[config.mk]
export PLATFORM = sky130hd
export DESIGN_NAME = pipe_reg_skid
export DESIGN_NICKNAME = d
export VERILOG_FILES = /design/src/rtl/pipe_pkg.sv /design/src/rtl/pipe_data_reg.sv /design/src/rtl/pipe_reg_skid.sv
export SDC_FILE = /design/constraint.sdc
export NUM_CORES = 1
export LEC_CHECK = 0
export ABC_AREA = 0
export CORE_MARGIN = 10
export CORE_UTILIZATION = 25
export DETAILED_ROUTE_END_ITERATION = 12
export HOLD_SLACK_MARGIN = 0.1
export PLACE_DENSITY_LB_ADDON = 0.15
export SLEW_MARGIN = 10
export SYNTH_ARGS = -nofsm -noshare
export SYNTH_HDL_FRONTEND = slang
export SYNTH_HIERARCHICAL = 1
export SYNTH_SLANG_ARGS = --single-unit
export TNS_END_PERCENT = 1
[constraint.sdc]
create_clock -name clk -period 1.6 [get_ports clk]
set_clock_uncertainty 0.15 [all_clocks]
set_input_delay 0.32 -clock clk [delete_from_list [all_inputs] [get_ports clk]]
set_output_delay 0.32 -clock clk [all_outputs]
set_load 0.1 [all_outputs]
[src/rtl/pipe_pkg.sv]
// Shared types and constants for the valid/ready pipeline stage registers.
package pipe_pkg;

    localparam int unsigned PIPE_DEFAULT_WIDTH = 32;
    localparam int unsigned PIPE_CNT_W         = 2;

    // The encoding doubles as the occupancy count.
    typedef enum logic [1:0] {
        EMPTY = 2'd0,
        ONE   = 2'd1,
        FULL  = 2'd2
    } pipe_state_t;

endpackage

[src/rtl/pipe_data_reg.sv]
// Payload register with load enable and synchronous reset to a parameter value.
module pipe_data_reg
    import pipe_pkg::*;
#(
    parameter int unsigned    WIDTH     = PIPE_DEFAULT_WIDTH,
    parameter logic [WIDTH-1:0] RESET_VAL = '0
) (
    input  logic             clk,
    input  logic             reset,
    input  logic             load,
    input  logic [WIDTH-1:0] d,
    output logic [WIDTH-1:0] q
);

    always_ff @(posedge clk) begin
        if (reset) begin
            q <= RESET_VAL;
        end else if (load) begin
            q <= d;
        end
    end

endmodule

[src/rtl/pipe_reg_skid.sv]
// Pipeline stage register with valid/ready handshake, flush and optional skid buffer.
// Build option: define PIPE_REG_SKID_EN for the skid register and a registered in_ready.
module pipe_reg_skid
    import pipe_pkg::*;
#(
    parameter int unsigned      WIDTH      = PIPE_DEFAULT_WIDTH,
    parameter logic [WIDTH-1:0] RESET_DATA = '0
) (
    input  logic                  clk,
    input  logic                  reset,
    input  logic                  flush,
    input  logic                  in_valid,
    output logic                  in_ready,
    input  logic [WIDTH-1:0]      in_data,
    output logic                  out_valid,
    input  logic                  out_ready,
    output logic [WIDTH-1:0]      out_data,
    output logic [PIPE_CNT_W-1:0] count
);

    pipe_state_t      state;
    pipe_state_t      state_nxt;
    logic             accept;
    logic             emit;
    logic             main_load;
    logic [WIDTH-1:0] main_d;
`ifdef PIPE_REG_SKID_EN
    logic             skid_load;
    logic [WIDTH-1:0] skid_q;
`endif

    assign out_valid = (state != EMPTY);
    assign accept    = in_valid && in_ready;
    assign emit      = out_valid && out_ready;

`ifdef PIPE_REG_SKID_EN
    // Ready depends only on the state register, never on out_ready.
    assign in_ready = !reset && (state != FULL);
    assign count    = PIPE_CNT_W'(state);
`else
    assign in_ready = !reset && (!out_valid || out_ready);
    assign count    = {1'b0, state[0]};
`endif

    always_ff @(posedge clk) begin
        if (reset) begin
            state <= EMPTY;
        end else begin
            state <= state_nxt;
        end
    end

    // Next state and data-register load strobes; flush outranks every transfer.
    always_comb begin
        state_nxt = state;
        main_load = 1'b0;
        main_d    = in_data;
`ifdef PIPE_REG_SKID_EN
        skid_load = 1'b0;
`endif
        if (flush) begin
            state_nxt = EMPTY;
        end else begin
            case (state)
                EMPTY: begin
                    if (accept) begin
                        main_load = 1'b1;
                        state_nxt = ONE;
                    end
                end
                ONE: begin
                    if (accept) begin
                        if (emit) begin
                            main_load = 1'b1;
                        end
`ifdef PIPE_REG_SKID_EN
                        else begin
                            skid_load = 1'b1;
                            state_nxt = FULL;
                        end
`endif
                    end else if (emit) begin
                        state_nxt = EMPTY;
                    end
                end
`ifdef PIPE_REG_SKID_EN
                FULL: begin
                    if (emit) begin
                        main_load = 1'b1;
                        main_d    = skid_q;
                        state_nxt = ONE;
                    end
                end
`endif
                default: begin
                    state_nxt = EMPTY;
                end
            endcase
        end
    end

    pipe_data_reg #(
        .WIDTH     (WIDTH),
        .RESET_VAL (RESET_DATA)
    ) u_main (
        .clk   (clk),
        .reset (reset),
        .load  (main_load),
        .d     (main_d),
        .q     (out_data)
    );

`ifdef PIPE_REG_SKID_EN
    // Skid contents are don't-care after reset, so it carries no reset.
    pipe_data_reg #(
        .WIDTH     (WIDTH),
        .RESET_VAL ('0)
    ) u_skid (
        .clk   (clk),
        .reset (1'b0),
        .load  (skid_load),
        .d     (in_data),
        .q     (skid_q)
    );
`endif

endmodule
==> impl_metrics.yaml, run 1 <==
run_status:
  outcome: "complete, but fails checks"
  failed_checks: "setup timing"
die:
  core_sq_mm: 0.004755
  num_rows: 25
  dieWidth_um: 90.43
  die_h_um: 90.43
  start_util: 0.2608
  io_pins: 73
  dieArea_sq_mm: 0.008177
yosys:
  synthFlopType: "dfxtp_1"
  syn_nets: 149
  synth_edf_count: 0
  ys_warn_count: 6
  ys_top_cells_by_area: "dfxtp_1 53%, mux2i_1 26%, nor2_1 10%"
  synth_top_area_frac: 0.5328
  ys_async_sr_fraction: 0
  synth_commonest_cells: "34 x nor2_1, 33 x dfxtp_1, 32 x mux2i_1"
  synth_cells: 112
  synth_cell_type_count: 11
  synth.most_common_cell: "nor2_1"
  syn-cell-area_sq_mm: 0.001240
  yosysSeqAreaShare: 0.5328
  synth-seq-cells: 33
  avgSynthCellArea_sq_um: 11.07
  synth_top_area_cell: "dfxtp_1"
global_routing:
  grt_overflow: 0
  antenna_found_initial: 0
  grt_max_degree: 19
  grt_pass1_vias: 1165
  grt_usage: 0.09564
  grt_pass1_wl_um: 6120
placed_design:
  placed_area_sq_mm: 0.002355
  io_buffers: 71
  routabilityCongestion: 0.6543
  dp.cells: 245
  dpl.hpwl_um: 3059
setup_path:
  r2r-start: "state[0]"
  worstPathMaxFanout: 2
  crit_type: "flop to output pin"
  crit_path_max_incr_delay_ns: 0.34
  critPathRequiredTime_ns: 1.13
  startpoint_type: "flop"
  cp-startpoint: "state[0]"
  slowest_stage: "dfxtp_4"
  critical_path_arrival_ns: 1.13
  crit_chain: "nor2b_4 > buf_6 > nor2_4 > buf_12"
  worst_setup_path_end_kind: "output pin"
pwr:
  leakagePower_nw: 0.9641
  powerDensity_mw_per_mm2: 851.8
  p_int_mw: 1.486
  combPwrFrac: 0.265
  ir_drop_uv: 392.2
  p_clk_frac: 0.325
  pwr-share-seq: 0.410
  sw_frac_of_total: 0.3054
  p_sw_mw: 0.6536
cts:
  clk_latency_ns: 0.28
  ctsHtreeMaxLevel: 2
  cts.clk_slew.worst_paths_ns: 0.07
  holdBufCountCts: 0
  cts_tree: "yes"
  cts_made_buffers: 5
  cts_sinks: 33
  cts_buffer_depth: 2
  root_buffer: "clkbuf_8"
drt:
  route.detailed.wl_per_inst_um: 15.22
  ant_nets: 0
  via_per_inst: 4.086
  routed_wl_um: 3880
  drtPass1Iterations: 4
  first_iter_violations: 44
  drc: 0
  via_count: 1042
cells_and_area:
  drive_above_1_share: 0.2872
  seq_area_sq_um: 664.4
  final_util: 0.5284
  syn_to_final_growth_pct: 102.6
  fillers: 428
  nets: 224
  final_area_sq_mm: 0.002512
  num_antenna_cells: 0
  multiInputGateArea_sq_um: 493.0
  stdcell_count: 255
min_path:
  hp-class: "flop to flop"
  hp-start: "u_main/q[4]"
sta:
  whs_ns: 0.4032
  fin_crit_sh: 1.001
  worst_slack_ns: -0.002310
  setup_viol: 1
  fmax_mhz: 624.1
  rsz0062_at_grt: "yes"
  final.min_clock_period_ns: 1.602
  slew_violations: 0
  finalHoldViolCount: 0
job:
  maxCapViolCount: 0
-- kinds of logic (layout without fill, tap and decap cells) --
logic type      Yosys count  after routing  share of synthesized area
buf+inv                   9             85                    0.07871
simple gates             36             36                     0.1211
compound gates            1              1                   0.006057
other cells               1              1                   0.003024
flops                    33             33                     0.5328
mux                      32             32                     0.2583
-- stage by stage --
step	setup WS [ns]	setup TNS, ns	power [mW]
after floorplan	-0.08252	-2.476	1.204
after global placement	-0.2787	-8.794	1.446
after detailed placement	-0.3217	-9.458	1.451
after CTS	-0.02025	-0.02025	2.166
after global routing	-0.07498	-0.07731	2.239
final	-0.002310	-0.002310	2.140
-- final cells by class --
class | instances | area share
Sequential cell | 33 | 0.2644
Tap cell | 67 | 0.03337
Multi-Input combinational cell | 70 | 0.1962
Timing Repair Buffer | 77 | 0.4656
Clock buffer | 7 | 0.03835
Clock inverter | 1 | 0.001992
-- cell usage in the layout, fill, tap and decap left out --
| cell type | instances |
|---|---|
| clkinv_2 | 1 |
| nor2_1 | 32 |
| and3b_2 | 1 |
| dlygate4sd2_1 | 2 |
| clkdlybuf4s50_1 | 34 |
| buf_6 | 1 |
| o21a_1 | 1 |
| clkbuf_8 | 7 |
| bufbuf_16 | 1 |
| mux2i_1 | 32 |
| dfxtp_4 | 1 |
| conb_1 | 1 |
| buf_4 | 1 |
| dfxtp_1 | 32 |
| nor2b_4 | 1 |
| buf_12 | 38 |
| nor2_4 | 1 |
| nor2_2 | 1 |
-- critical path: cells and delay by family (launching register included) --
kind	cells	cell delay, ns
simple gates	2	0.21
flops	1	0.34
buf+inv	2	0.29
-- flip-flops by register name, summed over array words and instances (netlist names) --
name      flops
state         1
u_main/q     32
-- timing repair --
item                                    4_1_cts  5_1_grt
endpoints found under the setup margin       11       28
cloned                                        1        0
setup buffers                                 1        0
pin swaps                                     0        1
gates resized for setup                       6        1
endpoints found under the hold margin         0        0
-- layer usage --
metal  global-route usage  vias up  share of wire
met5                    0        -              0
li1                     -      515              -
met1              0.09330      484           0.39
met3              0.06899        0           0.11
met2               0.1562       43           0.50
met4              0.03183        0              0
-- worst paths after layout --
path,depth (start not counted),endpoint,slack (ns)
worst max-delay path,4,in_ready,-0.002
worst min register to register,2,u_main/q[4],0.40
worst min-delay path,2,u_main/q[4],0.40
worst max register to register,5,u_main/q[15],0.12
-- power by group through the flow --
stage / logic (mW) / clock network [mW] / registers [mW]
floorplan: 0.121 / 0 / 1.08
global placement: 0.549 / 0 / 0.897
detailed placement: 0.552 / 0 / 0.899
CTS: 0.572 / 0.716 / 0.878
global route: 0.587 / 0.771 / 0.881
finish: 0.566 / 0.696 / 0.878
Note: power is estimated with default switching activity, not from simulation.
==> run 2, diff against run 1 <==
--- a/config.mk
+++ b/config.mk
@@ -14,6 +14,5 @@
 export SLEW_MARGIN = 10
 export SYNTH_ARGS = -nofsm -noshare
 export SYNTH_HDL_FRONTEND = slang
-export SYNTH_HIERARCHICAL = 1
 export SYNTH_SLANG_ARGS = --single-unit
 export TNS_END_PERCENT = 1
==> constraint.sdc (replaced) <==
create_clock -name clk -period 1.3 [get_ports clk]
set_clock_uncertainty 0.15 [all_clocks]
set_input_delay 0.26 -clock clk [delete_from_list [all_inputs] [get_ports clk]]
set_output_delay 0.26 -clock clk [all_outputs]
set_load 0.1 [all_outputs]
==> impl_metrics.yaml, run 2 <==
yosys:
  synth_commonest_cells: "33 x dfxtp_1, 32 x nand2_1, 29 x o311ai_1"
  yosysSeqAreaShare: 0.4540
  syn_nets: 195
  synth.most_common_cell: "dfxtp_1"
  ys_warn_count: 0
  synth_top_area_frac: 0.4540
  ys_async_sr_fraction: 0
  syn-cell-area_sq_mm: 0.001455
  synth_cell_type_count: 19
  synth-seq-cells: 33
  synth_cells: 158
  avgSynthCellArea_sq_um: 9.210
  synth_edf_count: 0
  ys_top_cells_by_area: "dfxtp_1 45%, o311ai_1 17%, nand3_1 8.6%"
  synthFlopType: "dfxtp_1"
  synth_top_area_cell: "dfxtp_1"
drt:
  drc: 0
  via_per_inst: 4.941
  routed_wl_um: 5308
  via_count: 1497
  drtPass1Iterations: 4
  ant_nets: 0
  route.detailed.wl_per_inst_um: 17.52
  first_iter_violations: 43
global_routing:
  grt_max_degree: 34
  antenna_found_initial: 0
  grt_pass1_wl_um: 8369
  grt_usage: 0.1136
  grt_overflow: 0
  grt_pass1_vias: 1591
die:
  io_pins: 73
  num_rows: 27
  core_sq_mm: 0.005574
  start_util: 0.2611
  die_h_um: 96.29
  dieWidth_um: 96.29
  dieArea_sq_mm: 0.009272
sta:
  slew_violations: 0
  fin_crit_sh: 1.118
  finalHoldViolCount: 0
  rsz0062_at_grt: "yes"
  final.min_clock_period_ns: 1.453
  fmax_mhz: 688.0
  setup_viol: 35
  fin_setup_tns_ns: -1.808
  worst_slack_ns: -0.1535
setup_path:
  critical_path_arrival_ns: 1.04
  r2r-start: "state[0]"
  worstPathMaxFanout: 2
  worst_setup_path_end_kind: "output pin"
  cp-startpoint: "state[0]"
  startpoint_type: "flop"
  critPathRequiredTime_ns: 0.89
  crit_type: "flop to output pin"
cells_and_area:
  final_cell_mix: "40 x buf_12, 33 x clkdlybuf4s50_1, 32 x nand2_1, 31 x dfxtp_2, 29 x o311ai_2"
  final_area_sq_mm: 0.002994
  regMostFlops: "u_main.q"
  num_antenna_cells: 0
  layout_commonest_cell: "buf_12"
  final_util: 0.5371
  fillers: 490
  syn_to_final_growth_pct: 105.8
  largest_reg_flops: 32
  reg_top3: "u_main.q (32), state (1)"
  nets: 267
  drive_above_1_share: 0.5541
  stdcell_count: 303
pwr:
  power_mw: 2.851
  combPwrFrac: 0.341
  pwr-share-seq: 0.398
  leakagePower_nw: 1.169
  sw_frac_of_total: 0.3612
  p_int_mw: 1.821
  powerDensity_mw_per_mm2: 952.1
  ir_drop_uv: 654.4
  p_sw_mw: 1.030
  p_clk_frac: 0.261
cts:
  clk_latency_ns: 0.29
  cts_made_buffers: 5
  cts_tree: "yes"
  holdBufCountCts: 0
  cts_buffer_depth: 2
  cts.clk_slew.worst_paths_ns: 0.07
  root_buffer: "clkbuf_8"
  cts_sinks: 33
  ctsHtreeMaxLevel: 2
run_status:
  outcome: "complete, but fails checks"
  failed_checks: "setup timing"
min_path:
  hp-start: "u_main.q[28]"
  hp-class: "flop to flop"
placed_design:
  routabilityCongestion: 0.7007
  dp.cells: 294
  dpl.hpwl_um: 3699
  placed_area_sq_mm: 0.002648
  io_buffers: 71
job:
  maxCapViolCount: 0
[run 2: path summary, 6_finish.rpt]
path / end / cells after the start / slack (ns)
worst min-delay path: u_main.q[28] / 2 / 0.33
worst min register to register: u_main.q[28] / 2 / 0.33
worst max register to register: u_main.q[21] / 5 / -0.08
worst max-delay path: in_ready / 3 / -0.15
[run 2: cell type report]
type | count | area (sq um) | area share
repair buffers | 86 | 1236 | 0.4129
well taps | 72 | 90.09 | 0.03009
clock buffers | 6 | 72.57 | 0.02424
flip-flops and latches | 33 | 703.2 | 0.2349
inverters | 2 | 7.507 | 0.002507
multi-input cells | 102 | 874.6 | 0.2921
clock inverters | 2 | 10.01 | 0.003343
[run 2: cell families (layout without fill, tap and decap cells)]
kind of cell / Yosys count / after routing / synth area share
buf+inv: 23 / 96 / 0.09974
flops: 33 / 33 / 0.4540
simple gates: 68 / 68 / 0.2459
compound gates: 33 / 33 / 0.1978
other cells: 1 / 1 / 0.002577
[run 2: routing by layer]
metal,part of all wire,routed length [um],up-vias,GRT usage
met1,0.43,2279,712,0.1403
li1,-,-,732,-
met2,0.48,2569,47,0.1749
met3,0.077,408,6,0.05292
met4,0.0094,50,0,0.02906
met5,0,0,-,0
[run 2: critical path, stage by stage, from the launching register on]
cell and delay, ns:
dfxtp_4 0.34, nor2b_4 0.13, nor2_4 0.10, buf_12 0.18
[run 2: per-stage QoR]
step | worst slack [ns] | hold slack, ns
floorplan | -0.3633 | 0.1730
global placement | -0.3367 | 0.3414
detailed placement | -0.3761 | 0.3488
CTS | -0.1647 | 0.3289
global route | -0.1918 | 0.3482
finish | -0.1535 | 0.3306
[run 2: timing repair]
action / CTS / global route
setup buffers: 1 / 0
resized for setup: 31 / 35
setup endpoints to repair: 37 / 65
pin swaps: 8 / 2
[run 2: power by group through the flow]
stage	Combinational (mW)	Sequential, mW	Clock, mW
6_report	0.972	1.13	0.745
5_1_grt	1.01	1.14	0.811
4_1_cts	0.968	1.12	0.770
3_5_place_dp	0.933	1.14	0
3_3_place_gp	0.927	1.14	0
2_1_floorplan	0.174	1.47	0
==> run 3, diff against run 2 <==
--- a/config.mk
+++ b/config.mk
@@ -7,7 +7,7 @@
 export LEC_CHECK = 0
 export ABC_AREA = 0
 export CORE_MARGIN = 10
-export CORE_UTILIZATION = 25
+export CORE_UTILIZATION = 35
 export DETAILED_ROUTE_END_ITERATION = 12
 export HOLD_SLACK_MARGIN = 0.1
 export PLACE_DENSITY_LB_ADDON = 0.15
==> impl_metrics.yaml, run 3 (synthesis gave the netlist of run 2 again) <==
run_status:
  outcome: "complete, but fails checks"
  failed_checks: "setup timing"
die:
  die_h_um: 84.48
  io_pins: 73
  core_sq_mm: 0.004000
  dieArea_sq_mm: 0.007137
  start_util: 0.3638
  num_rows: 23
  dieWidth_um: 84.48
min_path:
  hold_path_depth: 4
  hp-start: "in_valid"
  hp-class: "primary input to flop"
  worst_hold_path.endpoint: "u_main.q[18]"
pwr:
  ir_drop_uv: 731.4
  powerDensity_mw_per_mm2: 987.2
  leakagePower_nw: 1.176
  power_mw: 2.841
drt:
  first_iter_violations: 71
  routed_wl_um: 4961
  drtPass1Iterations: 4
  ant_nets: 0
  via_count: 1506
  drc: 0
  via_per_inst: 5.340
  route.detailed.wl_per_inst_um: 17.59
cts:
  root_buffer: "clkbuf_8"
  cts_tree: "yes"
  holdBufCountCts: 0
  cts_buffer_depth: 2
  ctsHtreeMaxLevel: 2
  clk_latency_ns: 0.29
  cts_sinks: 33
  cts_made_buffers: 5
  cts.clk_slew.worst_paths_ns: 0.07
job:
  maxCapViolCount: 0
cells_and_area:
  reg_top3: "u_main.q (32), state (1)"
  regMostFlops: "u_main.q"
  num_antenna_cells: 0
  syn_to_final_growth_pct: 97.76
  final_cell_mix: "37 x buf_12, 32 x nand2_1, 32 x clkdlybuf4s50_1, 25 x nand3_1, 22 x dfxtp_2"
  nets: 268
  drive_above_1_share: 0.4828
  largest_reg_flops: 32
  layout_commonest_cell: "buf_12"
  final_area_sq_mm: 0.002878
sta:
  setup_viol: 35
  whs_ns: 0.2970
  finalHoldViolCount: 0
  fmax_mhz: 689.5
  final.min_clock_period_ns: 1.450
  fin_crit_sh: 1.116
  fin_setup_tns_ns: -1.592
  slew_violations: 0
  worst_slack_ns: -0.1504
  rsz0062_at_grt: "yes"
setup_path:
  cp_top_family: "flip-flops"
  r2r_cells: 5
  worst_setup_path_end_kind: "output pin"
  critical_path_arrival_ns: 1.04
  startpoint_type: "flop"
  slowest_stage: "dfxtp_4"
  worst-r2r-setup-slack_ns: -0.09
  cp-startpoint: "state[0]"
  crit_buf_inv: 1
  r2r-start: "state[0]"
  r2r-end: "u_main.q[2]"
  worstPathMaxFanout: 2
  crit_path_max_incr_delay_ns: 0.34
  crit_type: "flop to output pin"
  critPathRequiredTime_ns: 0.89
  crit_chain: "nor2b_4 > nor2_4 > buf_12"
global_routing:
  grt_max_degree: 18
  grt_usage: 0.1284
  grt_overflow: 0
  antenna_found_initial: 0
  grt_pass1_wl_um: 7728
  grt_pass1_vias: 1549
placed_design:
  place_ws_ns: -0.4489
  placed_area_sq_mm: 0.002577
  dpl.hpwl_um: 3536
  routabilityCongestion: 0.7303
  io_buffers: 71
[run 3: changes by cell type in the layout (fill, tap and decap cells not counted)]
cell and change:
buf_12 -3, buf_6 +4, clkbuf_1 -1, clkdlybuf4s50_1 -1, dfxtp_1 +9, dfxtp_2 -9, dlymetal6s2s_1 +1, inv_4 +1
o311ai_1 +9, o311ai_2 -9
[run 3: through the flow]
step                  util  instances
global placement    0.6444        273
global route        0.7194        282
CTS                 0.6806        282
detailed placement  0.6444        273
floorplan                -        158
finish              0.7194        282
[run 3: where the power goes]
group          switching, mW  leakage, nW  internal (mW)
Sequential            0.0590        0.280           1.07
Combinational          0.582        0.848          0.369
Clock                  0.393       0.0482          0.370
[run 3: metal layers]
metal | routed length, um | global-route usage | up-vias
met5 | 0 | 0 | -
met4 | 78 | 0.04641 | 0
met3 | 415 | 0.05990 | 10
met2 | 2466 | 0.2032 | 56
met1 | 2000 | 0.1476 | 712
li1 | - | - | 728
[run 3: repair_timing]
item / in CTS / in global routing
resized for setup: 16 / 40
buffers inserted: 1 / 0
pin swaps: 1 / 6
gates cloned: 0 / 0
endpoints found under the setup margin: 38 / 57
[run 3: area by class of cell]
class | instances | area (sq um)
clock buffer | 5 | 68.82
clock inverter | 3 | 16.27
fill | 271 | 1122
inverter | 2 | 7.507
multi-input combinational | 102 | 807.0
sequential | 33 | 691.9
tap | 50 | 62.56
timing repair buffer | 87 | 1224
[run 3: worst max path at each step]
| stage | to | slack [ns] | depth (start not counted) |
|---|---|---|---|
| floorplan | in_ready | -0.36 | 3 |
| finish | in_ready | -0.15 | 3 |
| global route | in_ready | -0.17 | 3 |
| CTS | in_ready | -0.15 | 3 |
| detailed placement | u_main.q[17] | -0.45 | 5 |
| global placement | u_main.q[18] | -0.37 | 5 |
[run 3: worst min-delay path, cell delays in order]
cell            delay (ns)
dlymetal6s2s_1        0.14
inv_1                 0.13
o311ai_2              0.12
nand2_1               0.06
